[src/rtl/jtframe_sdram_pkg.sv]
// Shared SDRAM bank-port definitions: port widths, read-slot FSM state
// encodings and a small helper that picks one 16-bit word out of the
// 32-bit word pair returned by the bank mux.
package jtframe_sdram_pkg;

    // Bank mux port geometry
    localparam int BANK_AW   = 22;
    localparam int BANK_DW   = 32;
    localparam int BANK_HALF = 16;

    // Read-slot FSM state encodings
    localparam logic [1:0] ST_IDLE     = 2'd0;
    localparam logic [1:0] ST_WAIT_ACK = 2'd1;
    localparam logic [1:0] ST_WAIT_RDY = 2'd2;

    typedef enum logic [1:0] {
        IDLE     = ST_IDLE,
        WAIT_ACK = ST_WAIT_ACK,
        WAIT_RDY = ST_WAIT_RDY
    } rdslot_state_t;

    // The bank returns the even word in the low half and the odd word in the
    // high half, so address bit 0 selects between them.
    function automatic logic [BANK_HALF-1:0] pick_half(
        input logic [BANK_DW-1:0] pair,
        input logic               odd
    );
        return odd ? pair[BANK_DW-1:BANK_HALF] : pair[BANK_HALF-1:0];
    endfunction

endpackage

[src/rtl/jtframe_bank_rdslot.sv]
// Single-entry read cache between a game read port and one SDRAM bank of the
// bank mux. Each SDRAM access fetches an aligned 32-bit word pair; reads of
// either word of the cached pair are served without touching the SDRAM.
//
// Build option JTFRAME_BANKSLOT_CACHE_EN: when defined, the cached pair stays
// valid while slot_cs is low, so re-reading it later needs no SDRAM access.
// When undefined, the cached pair is dropped whenever slot_cs is low in IDLE,
// so every new request goes to the SDRAM.
module jtframe_bank_rdslot
    import jtframe_sdram_pkg::*;
#(
    parameter int AW = BANK_AW,
    parameter int DW = 16
)(
    input  logic               rst,
    input  logic               clk,
    input  logic               slot_cs,
    input  logic [AW-1:0]      slot_addr,
    input  logic               slot_clr,
    output logic               slot_ok,
    output logic [DW-1:0]      slot_dout,
    output logic [AW-1:0]      sdram_addr,
    output logic               sdram_rd,
    input  logic               sdram_ack,
    input  logic               sdram_rdy,
    input  logic [BANK_DW-1:0] sdram_din
);

    rdslot_state_t      state_q, state_d;
    logic [AW-1:0]      addr_q, addr_d;
    logic [AW-2:0]      tag_q, tag_d;
    logic [BANK_DW-1:0] data_q, data_d;
    logic               valid_q, valid_d;
    logic               clr_pend_q, clr_pend_d;
    logic               ok_q, ok_d;
    logic [DW-1:0]      dout_q, dout_d;

    logic               hit;
    logic               fill;
    logic               fill_keep;
    logic               fill_hit;

    // Hit/fill qualification. A fill counts as a hit for the requester in the
    // very cycle the data arrives, which gives one cycle of miss latency after
    // sdram_rdy. A clear seen at any point during the fetch spoils the fill.
    always_comb begin
        hit       = valid_q && (tag_q == slot_addr[AW-1:1]);
        fill      = ((state_q == WAIT_ACK) && sdram_ack && sdram_rdy) ||
                    ((state_q == WAIT_RDY) && sdram_rdy);
        fill_keep = fill && !slot_clr && !clr_pend_q;
        fill_hit  = fill_keep && slot_cs && (addr_q[AW-1:1] == slot_addr[AW-1:1]);
    end

    // Next-state logic for the fetch FSM and the cache entry
    always_comb begin
        state_d    = state_q;
        addr_d     = addr_q;
        tag_d      = tag_q;
        data_d     = data_q;
        valid_d    = valid_q;
        clr_pend_d = clr_pend_q;

        case (state_q)
            IDLE: begin
                clr_pend_d = 1'b0;
                if (slot_cs && !hit) begin
                    state_d = WAIT_ACK;
                    addr_d  = {slot_addr[AW-1:1], 1'b0};
                end
            end
            WAIT_ACK: begin
                if (slot_clr) clr_pend_d = 1'b1;
                if (sdram_ack) state_d = sdram_rdy ? IDLE : WAIT_RDY;
            end
            WAIT_RDY: begin
                if (slot_clr) clr_pend_d = 1'b1;
                if (sdram_rdy) state_d = IDLE;
            end
            default: state_d = IDLE;
        endcase

        if (fill) begin
            data_d = sdram_din;
            tag_d  = addr_q[AW-1:1];
            if (fill_keep) valid_d = 1'b1;
        end

`ifdef JTFRAME_BANKSLOT_CACHE_EN
`else
        if ((state_q == IDLE) && !slot_cs) valid_d = 1'b0;
`endif

        if (slot_clr) valid_d = 1'b0;
    end

    // Registered read response: data comes straight from the bus on a fill,
    // otherwise from the cached pair; dout holds its value between responses.
    always_comb begin
        ok_d   = slot_cs && (hit || fill_hit);
        dout_d = dout_q;
        if (ok_d) begin
            dout_d = DW'(pick_half(fill_hit ? sdram_din : data_q, slot_addr[0]));
        end
    end

    // State and data registers
    always_ff @(posedge clk or posedge rst) begin
        if (rst) begin
            state_q    <= IDLE;
            addr_q     <= '0;
            tag_q      <= '0;
            data_q     <= '0;
            valid_q    <= 1'b0;
            clr_pend_q <= 1'b0;
            ok_q       <= 1'b0;
            dout_q     <= '0;
        end else begin
            state_q    <= state_d;
            addr_q     <= addr_d;
            tag_q      <= tag_d;
            data_q     <= data_d;
            valid_q    <= valid_d;
            clr_pend_q <= clr_pend_d;
            ok_q       <= ok_d;
            dout_q     <= dout_d;
        end
    end

    assign sdram_rd   = (state_q == WAIT_ACK);
    assign sdram_addr = addr_q;
    assign slot_ok    = ok_q;
    assign slot_dout  = dout_q;

endmodule

[config.mk]
export PLATFORM = sky130hd
export DESIGN_NAME = jtframe_bank_rdslot
export DESIGN_NICKNAME = d
export VERILOG_FILES = /design/src/rtl/jtframe_sdram_pkg.sv /design/src/rtl/jtframe_bank_rdslot.sv
export SDC_FILE = /design/constraint.sdc
export NUM_CORES = 1
export LEC_CHECK = 0
export CAP_MARGIN = 20
export CORE_ASPECT_RATIO = 1.2
export CORE_MARGIN = 1
export CORE_UTILIZATION = 52
export DETAILED_ROUTE_END_ITERATION = 8
export HOLD_SLACK_MARGIN = 0.08
export PLACE_DENSITY = 0.81
export SLEW_MARGIN = 20
export SYNTH_ARGS = -nofsm -noshare
export SYNTH_HDL_FRONTEND = slang
export SYNTH_SLANG_ARGS = --single-unit
[constraint.sdc]
create_clock -name clk -period 4.2 [get_ports clk]
set_input_delay 1.05 -clock clk [delete_from_list [all_inputs] [get_ports clk]]
set_output_delay 1.05 -clock clk [all_outputs]
set_load 0.01 [all_outputs]
==> impl_metrics.ini, run 1 <==
[worst_setup_path]
critical_path_fanouts_max = 21
crit_slowest_cell = sky130_fd_sc_hd__o211a_2
timing.critical_path.to = sdram_addr[3]
worstPathCellList = clkdlybuf4s50_1 -> xor2_1 -> nor4_2 -> nand2_2 -> o211a_2 -> mux2_1
setup.worst_path.end_class = register
cp_slowest_stage_delay_ns = 0.56
cp.depth = 6
rr_endpoint = sdram_addr[3]
rr_worst_depth = 5
path_delay_family = simple AND/OR/NAND/NOR gates
regToRegSetupSlack_ns = 1.78
worst-endpoint-required_ns = 4.44
timing.critical_path.from = slot_addr[11]
crit_buf_inv = 1
crit_path_start_kind = input pin
cp_data_arrival_time_ns = 3.46
crit-reg2reg-launch = tag_q[16]
worst_setup_path_category = input pin to register

[clock_tree]
clock_insertion_delay_worst_skew_ns = 0.36
ctsHtreeMaxLevel = 3
clk_pin_slew_ns = 0.09
tritoncts.num_buffers = 9
numClockSinks = 95
cts.repair.resized = 0
postCtsSetupBuffers = 0
ctsHoldBuffers = 0
clockRootBuffer = sky130_fd_sc_hd__clkbuf_8
cts_max_path_buffers = 2
clock_tree_from_tritoncts = done

[floorplan]
floorplan.initialDensity_pct = 53.4
chipWidth_um = 90.0
coreArea_um2 = 9030
fp.dieArea_um2 = 9680
core.rowCount = 38
ioPinCount = 100
die_height_um = 108

[place]
port_buffers = 98
post-place-ws_ns = 0.602
place.gp.congestion = 0.807
dp_cells = 573
hpwlAfterDp_um = 7220

[synthesis]
ys_top_cells_by_area = sky130_fd_sc_hd__dfrtp_1 (49%), sky130_fd_sc_hd__mux2_2 (12%), sky130_fd_sc_hd__mux2i_1 (10%)
synth_top_area_cell = sky130_fd_sc_hd__dfrtp_1
synth_async_sr_flop_share_pct = 100
synthesis.area_um2 = 4830
synth.yosys.seq_area_share_pct = 49.2
synth_area_per_cell_um2 = 13.0
synth-edff-count = 0
synthesis.nets = 433
synth.ff_latch_count = 95
netlist_instances = 370
synth-main-ff-cell = sky130_fd_sc_hd__dfrtp_1
synth_cell_type_count = 37
synthDominantCellAreaShare_pct = 49.2
synth-warning-count = 0

[sta]
max_freq_mhz = 310
clock-skew-final_ns = 0.0144
final.min_clock_period_ns = 3.22
final_slew_viol_count = 0
relative_slew_slack_pct = 36.7
setup_viol = 0
setup_tns_final_ns = 0
finalHoldViolCount = 0
setup_repair_after_global_routing_missed_its_margin = false
worst-slew-pin-transition_ns = 0.950
final_critical_path_setup_slack_ns = 0.975
layout_worst_path_cycle_share_pct = 76.8

[detailed_routing]
detail_route.wirelength.met1_um = 4460
routed_wirelength_um = 10200
met2RoutedLength_um = 5120
ant_nets = 0
number_of_detailed_routing_iterations_run_before_antenna_repair = 4
avgRoutedWirePerCell_um = 17.3
routed.top_layer = met4
detailedRoute.firstIterationViolations = 97
avgViaCountPerCell = 5.50
via_count = 3240
routed-wl-met3_um = 387
drc_errors = 0

[pwr]
seqPwrFrac_pct = 45.3
power.share.switching_pct = 33.8
static-leakage-power_nw = 2.78
power_switching_mw = 1.17
totalPowerFinal_mw = 3.48
internal-power_mw = 2.30
p_clk_share_pct = 15.2
power.ir.vdd_worst_mv = 0.380
power_density_nw_per_um2 = 572
pwr-share-comb_pct = 39.6

[status]
run_status = finished clean

[global_route]
grt_pass1_wl_um = 16800
grt_pass1_vias = 3455
grt_antenna_before_repair = 0
globalRouteOverflowTotal = 0
grt_max_degree = 58
gr-usage-all-layers_pct = 22.5

[layout]
nets = 527
synthToLayoutAreaGrowth_pct = 25.9
layout.core_utilization_pct = 67.3
num_antenna_cells = 0
mostFrequentLayoutCell = sky130_fd_sc_hd__clkdlybuf4s50_1
finish.cell_count_without_fillers = 589
fillers = 685
final_layout_size_suffix_gt1_share_pct = 17.3
layout.cells.most_common_list = sky130_fd_sc_hd__clkdlybuf4s50_1 (97), sky130_fd_sc_hd__dfrtp_1 (95), sky130_fd_sc_hd__mux2_2 (53), sky130_fd_sc_hd__mux2i_1 (49), sky130_fd_sc_hd__xnor2_1 (26)

[hold_path]
hold_path_startpoint = slot_dout[6]
worstHoldPathType = register to register

[flow_run]
maxCapViolations = 0
==> per-stage QoR <==
| step | instance area, µm² | hold slack [ns] |
|---|---|---|
| floorplan | 4830 | 0.479 |
| global placement | 5910 | 0.459 |
| detailed placement | 5910 | 0.464 |
| CTS | 6080 | 0.484 |
| global route | 6080 | 0.511 |
| finish | 6080 | 0.479 |
==> power groups by stage <==
stage               sequential [mW]  combinational [mW]  clock [mW]
floorplan                      1.57               0.870           0
global placement               1.56                1.34           0
detailed placement             1.59                1.38           0
CTS                            1.57                1.39       0.539
global route                   1.63                1.49       0.583
finish                         1.57                1.37       0.527
==> Yosys cell counts (all sizes together) (8+ instances only) <==
| cell type | count |
|---|---|
| a21o | 17 |
| buf | 10 |
| clkbuf | 8 |
| dfrtp | 95 |
| inv | 9 |
| mux2 | 74 |
| mux2i | 49 |
| nand4 | 11 |
| nor4 | 9 |
| or4 | 16 |
| xnor2 | 26 |
| xor2 | 16 |
==> state kept, by name, summed over array words and instances (netlist names) <==
register / count
data_q: 32
sdram_addr: 21
tag_q: 21
slot_dout: 16
state_q: 2
clr_pend_q: 1
slot_ok: 1
valid_q: 1
==> kinds of logic (layout without fill, tap and decap cells) <==
family	Yosys count	in the layout	share of synthesized area, %
mux	123	123	27.4
flops	95	95	49.2
simple gates	53	53	8.24
xor+xnor	42	42	7.62
buf+inv	27	126	2.64
compound gates	26	26	3.99
fa+ha+maj	3	3	0.777
other cells	1	1	0.0777
==> layout make-up <==
cell class / count / area (µm²) / share of cell area, %
Inverter: 9 / 35.0 / 0.576
Clock inverter: 5 / 35.0 / 0.576
Sequential cell: 95 / 2380 / 39.1
Timing Repair Buffer: 101 / 1020 / 16.8
Clock buffer: 11 / 131 / 2.16
Multi-Input combinational cell: 248 / 2330 / 38.3
Tap cell: 120 / 150 / 2.47
==> worst min-delay path by stage <==
stage / end / cells past startpoint / slack, ns
global placement: slot_dout[8] / 1 / 0.46
finish: slot_dout[6] / 1 / 0.48
detailed placement: slot_dout[14] / 1 / 0.46
CTS: slot_dout[6] / 1 / 0.48
global route: slot_dout[7] / 1 / 0.51
floorplan: data_q[0] / 1 / 0.48
==> per-layer routing <==
metal | GRT usage, % | vias to the layer above
met1 | 26.7 | 1605
met3 | 4.52 | 18
met4 | 8.18 | 0
met5 | 0 | -
li1 | - | 1530
met2 | 40.7 | 87
(Power assumes the default switching activity.)
==> inputs of run 2 (changes only) <==
==> constraint.sdc (replaced) <==
create_clock -name clk -period 3 [get_ports clk]
set_input_delay 0.75 -clock clk [delete_from_list [all_inputs] [get_ports clk]]
set_output_delay 0.75 -clock clk [all_outputs]
set_load 0.01 [all_outputs]
==> run 2 against run 1 <==
Effect of this change: clock power grew 65%; die area unchanged; power rose by 44%; global-route usage increased by 0.39 points; sequential share of layout area shrank 0.83 points; sequential cell count stayed put; sequential power up 40%; clock skew is essentially flat; critical endpoint is now slot_dout[15]; highest routed layer unchanged.
==> impl_metrics.ini, run 2 (same netlist as run 1, synthesis figures left out) <==
[floorplan]
fp.dieArea_um2 = 9680
floorplan.initialDensity_pct = 53.4
coreArea_um2 = 9030
ioPinCount = 100
die_height_um = 108
core.rowCount = 38
chipWidth_um = 90.0

[layout]
layout.cells.most_common_list = sky130_fd_sc_hd__clkdlybuf4s50_1 (97), sky130_fd_sc_hd__dfrtp_1 (95), sky130_fd_sc_hd__mux2_2 (53), sky130_fd_sc_hd__mux2i_1 (49), sky130_fd_sc_hd__xnor2_1 (26)
postLayoutCellArea_um2 = 6210
synthToLayoutAreaGrowth_pct = 28.6
num_antenna_cells = 0
fillers = 708
registers.top_by_ff_count = data_q
largest_register_ffs = 32
mostFrequentLayoutCell = sky130_fd_sc_hd__clkdlybuf4s50_1
nets = 537
final_layout_size_suffix_gt1_share_pct = 19.4

[clock_tree]
ctsHoldBuffers = 0
cts_max_path_buffers = 2
clockRootBuffer = sky130_fd_sc_hd__clkbuf_8
clk_pin_slew_ns = 0.09
postCtsSetupBuffers = 0
tritoncts.num_buffers = 9
cts.repair.resized = 0
clock_tree_from_tritoncts = done
numClockSinks = 95
clock_insertion_delay_worst_skew_ns = 0.38
ctsHtreeMaxLevel = 3

[worst_setup_path]
critical_path_fanouts_max = 11
setup.worst_path.end_class = register
cp_data_arrival_time_ns = 2.94
worst-endpoint-required_ns = 3.31
crit_path_start_kind = input pin
worst_setup_path_category = input pin to register

[detailed_routing]
drc_errors = 0
via_count = 3306
met2RoutedLength_um = 5330
detailedRoute.firstIterationViolations = 123
routed-wl-met3_um = 378
routed_wirelength_um = 10200
ant_nets = 0
number_of_detailed_routing_iterations_run_before_antenna_repair = 4
routed.top_layer = met4
avgViaCountPerCell = 5.52
detail_route.wirelength.met1_um = 4250
avgRoutedWirePerCell_um = 17.1

[flow_run]
maxCapViolations = 0

[global_route]
grt_antenna_before_repair = 0
grt_pass1_vias = 3532
grt_max_degree = 96
gr-usage-all-layers_pct = 22.9
globalRouteOverflowTotal = 0
grt_pass1_wl_um = 17100

[sta]
setup_viol = 0
max_freq_mhz = 380
finalHoldViolCount = 0
clock-skew-final_ns = 0.0143
final_slew_viol_count = 0
worst-slew-pin-transition_ns = 0.590
final.min_clock_period_ns = 2.63
layout_worst_path_cycle_share_pct = 87.7
relative_slew_slack_pct = 60.7
setup_repair_after_global_routing_missed_its_margin = false

[place]
hpwlAfterDp_um = 7240
post_place_cell_area_um2 = 6000
port_buffers = 98
place.gp.congestion = 0.824

[pwr]
static-leakage-power_nw = 2.85
totalPowerFinal_mw = 5.01
power.ir.vdd_worst_mv = 0.486
power_density_nw_per_um2 = 807

[status]
run_status = finished clean

[hold_path]
worstHoldPathType = register to register
run 2: area by class of cell:
cell class / instances / area, µm² / share of cell area [%]
inverters: 9 / 37.5 / 0.604
well taps: 120 / 150 / 2.42
repair buffers: 111 / 1110 / 17.9
clock buffers: 11 / 151 / 2.44
multi-input cells: 248 / 2330 / 37.5
clock inverters: 5 / 56.3 / 0.907
flip-flops and latches: 95 / 2380 / 38.3
run 2: where the power goes:
group | internal [mW] | switching, mW
registers | 1.81 | 0.386
logic | 1.12 | 0.819
clock network | 0.429 | 0.443
run 2: path summary, 6_finish.rpt:
path,from,endpoint,slack [ns],depth (start not counted)
worst min register to register,slot_dout[5],slot_dout[5],0.48,1
min in group asynchronous,rst,tag_q[14],0.87,3
worst max register to register,tag_q[16],slot_dout[15],0.85,7
worst max-delay path,slot_addr[11],slot_dout[15],0.37,8
worst min-delay path,slot_dout[5],slot_dout[5],0.48,1
max in group asynchronous,rst,state_q[1],1.76,3
run 2: layer usage:
layer  vias up  track usage [%]
met5         -                0
li1       1545                -
met3        19             3.04
met1      1655             27.3
met4         0             11.5
met2        87             40.9
run 2: worst max-delay path: stages:
cell and delay [ns]:
sky130_fd_sc_hd__clkdlybuf4s50_1 0.46, sky130_fd_sc_hd__xor2_1 0.19, sky130_fd_sc_hd__nor4_2 0.44, sky130_fd_sc_hd__nand2_2 0.12, sky130_fd_sc_hd__buf_4 0.20, sky130_fd_sc_hd__or4_1 0.51
sky130_fd_sc_hd__mux2i_1 0.17, sky130_fd_sc_hd__a21o_1 0.10
run 2: metrics by stage:
| step | utilization [%] | hold WS (ns) | setup WS [ns] | cells | setup TNS, ns |
|---|---|---|---|---|---|
| after global routing | 68.7 | 0.504 | 0.265 | 599 | 0 |
| after floorplan | - | 0.479 | 0.701 | 370 | 0 |
| after global placement | 66.4 | 0.458 | 0.00720 | 583 | 0 |
| after CTS | 68.7 | 0.485 | 0.398 | 599 | 0 |
| final | 68.7 | 0.482 | 0.370 | 599 | 0 |
| after detailed placement | 66.4 | 0.465 | -0.000731 | 583 | -0.000731 |
==> inputs of run 3 (changes only) <==
--- a/config.mk
+++ b/config.mk
@@ -9,7 +9,10 @@
 export CORE_ASPECT_RATIO = 1.2
 export CORE_MARGIN = 1
 export CORE_UTILIZATION = 52
+export CTS_BUF_LIST = sky130_fd_sc_hd__clkbuf_16
+export CTS_CLUSTER_DIAMETER = 30
 export DETAILED_ROUTE_END_ITERATION = 8
+export GPL_ROUTABILITY_DRIVEN = 0
 export HOLD_SLACK_MARGIN = 0.08
 export PLACE_DENSITY = 0.81
 export SLEW_MARGIN = 20
==> run 3 against run 2 <==
Effect of this change: final cell count increased by 0.17%; clock power increased by 19%; sequential share of layout area decreased by 0.32 points; utilization increased by 0.58 points; highest routed layer unchanged; cell area increased by 0.85%; routed wire length increased by 4.1%; via count increased by 1.5%; critical path depth unchanged; largest power group unchanged; sequential power about the same; register-to-register slack about the same; non-clock buffer count increased by 1; critical endpoint is now slot_dout[9]; sequential cell count unchanged.
==> impl_metrics.ini, run 3 (same netlist as run 1, synthesis figures left out) <==
[status]
run_status = finished clean

[layout]
mostFrequentLayoutCell = sky130_fd_sc_hd__clkdlybuf4s50_1
final_layout_size_suffix_gt1_share_pct = 18.8
num_antenna_cells = 0
nets = 538
layout.cells.most_common_list = sky130_fd_sc_hd__clkdlybuf4s50_1 (97), sky130_fd_sc_hd__dfrtp_1 (95), sky130_fd_sc_hd__mux2_2 (53), sky130_fd_sc_hd__mux2i_1 (49), sky130_fd_sc_hd__xnor2_1 (26)
largest_register_ffs = 32
synthToLayoutAreaGrowth_pct = 29.7
registers.top_by_ff_count = data_q

[floorplan]
die_height_um = 108
floorplan.initialDensity_pct = 53.4
fp.dieArea_um2 = 9680
coreArea_um2 = 9030
core.rowCount = 38
chipWidth_um = 90.0
ioPinCount = 100

[sta]
clock-skew-final_ns = 0.00383
worst-slew-pin-transition_ns = 0.603
final_slew_viol_count = 0
final.hold.worst_slack_ns = 0.477
relative_slew_slack_pct = 59.8
setup_viol = 0
final.min_clock_period_ns = 2.68
layout_worst_path_cycle_share_pct = 89.4
finalHoldViolCount = 0
max_freq_mhz = 373
setup_repair_after_global_routing_missed_its_margin = false
setup_tns_final_ns = 0

[worst_setup_path]
worst-endpoint-required_ns = 3.28
worst_setup_path_category = input pin to register
cp_data_arrival_time_ns = 2.97
crit_slowest_cell = sky130_fd_sc_hd__or4_1
crit_path_start_kind = input pin
worstPathCellList = clkdlybuf4s50_1 -> xor2_1 -> nor4_2 -> nand2_2 -> buf_4 -> or4_1 -> mux2i_1 -> a21o_1
critical_path_fanouts_max = 14
cp_slowest_stage_delay_ns = 0.52
setup.worst_path.end_class = register
regToRegSetupSlack_ns = 0.85

[place]
port_buffers = 98
hpwlAfterDp_um = 7530

[clock_tree]
clock_insertion_delay_worst_skew_ns = 0.34
clk_pin_slew_ns = 0.06
cts.repair.resized = 0
postCtsSetupBuffers = 0
clock_tree_from_tritoncts = done
tritoncts.num_buffers = 9
clockRootBuffer = sky130_fd_sc_hd__clkbuf_16
numClockSinks = 95
cts_max_path_buffers = 2
ctsHoldBuffers = 0
ctsHtreeMaxLevel = 3

[hold_path]
worstHoldPathType = register to register

[global_route]
grt_max_degree = 56
grt_pass1_wl_um = 17700
gr-usage-all-layers_pct = 23.7
globalRouteOverflowTotal = 0
grt_pass1_vias = 3624
grt_antenna_before_repair = 0

[pwr]
seqPwrFrac_pct = 42.5
power_switching_mw = 1.71
pwr-share-comb_pct = 37.6
p_clk_share_pct = 19.9
internal-power_mw = 3.49
power.ir.vdd_worst_mv = 0.494
static-leakage-power_nw = 2.87
totalPowerFinal_mw = 5.20
power_density_nw_per_um2 = 831
power.share.switching_pct = 32.9

[detailed_routing]
avgRoutedWirePerCell_um = 17.8
via_count = 3355
drc_errors = 0
routed_wirelength_um = 10700
avgViaCountPerCell = 5.59
ant_nets = 0
number_of_detailed_routing_iterations_run_before_antenna_repair = 4
detailedRoute.firstIterationViolations = 118

[flow_run]
maxCapViolations = 0
[run 3: worst paths after layout]
kind	start	endpoint	cells after the start
setup / recovery	slot_addr[11]	slot_dout[9]	8
hold / removal	slot_dout[8]	slot_dout[8]	1
setup reg to reg	tag_q[16]	slot_dout[9]	7
hold reg to reg	slot_dout[8]	slot_dout[8]	1
max in group asynchronous	rst	tag_q[19]	3
min in group asynchronous	rst	sdram_addr[16]	2
[run 3: worst max-delay path, delay by kind of cell]
family                 cells  cell delay (ns)
AND/OR/NAND/NOR            3             1.08
multiplexers               1             0.16
XOR/XNOR                   1             0.19
buffers and inverters      2             0.69
AO/OA/AOI/OAI              1             0.10
[run 3: per-stage QoR]
stage | instances | utilization [%] | worst slack (ns) | instance area [µm²]
finish | 600 | 69.3 | 0.319 | 6260
global route | 600 | 69.3 | 0.211 | 6260
CTS | 600 | 69.3 | 0.312 | 6260
detailed placement | 584 | 66.4 | -0.0366 | 6000
global placement | 584 | 66.4 | 0.00806 | 6000
floorplan | 370 | - | 0.701 | 4830
[run 3: layer usage]
metal / GRT usage, % / share of wire (%) / vias up
met4: 9.56 / 1.7 / 0
li1: - / - / 1562
met5: 0 / 0 / -
met1: 27.8 / 42 / 1706
met2: 44.3 / 54 / 74
met3: 2.82 / 2.9 / 13
[run 3: power by group through the flow]
stage / Combinational [mW] / Sequential, mW / Clock [mW]
floorplan: 1.22 / 2.20 / 0
global placement: 1.89 / 2.19 / 0
detailed placement: 1.95 / 2.23 / 0
CTS: 1.97 / 2.21 / 1.05
global route: 2.12 / 2.29 / 1.10
finish: 1.95 / 2.21 / 1.04
[run 3: final cells by class]
class                           instances  area (µm²)
Clock buffer                            9         225
Clock inverter                          7        40.0
Tap cell                              120         150
Inverter                                9        37.5
Timing Repair Buffer                  112        1110
Sequential cell                        95        2380
Fill cell                             655        2770
Multi-Input combinational cell        248        2330
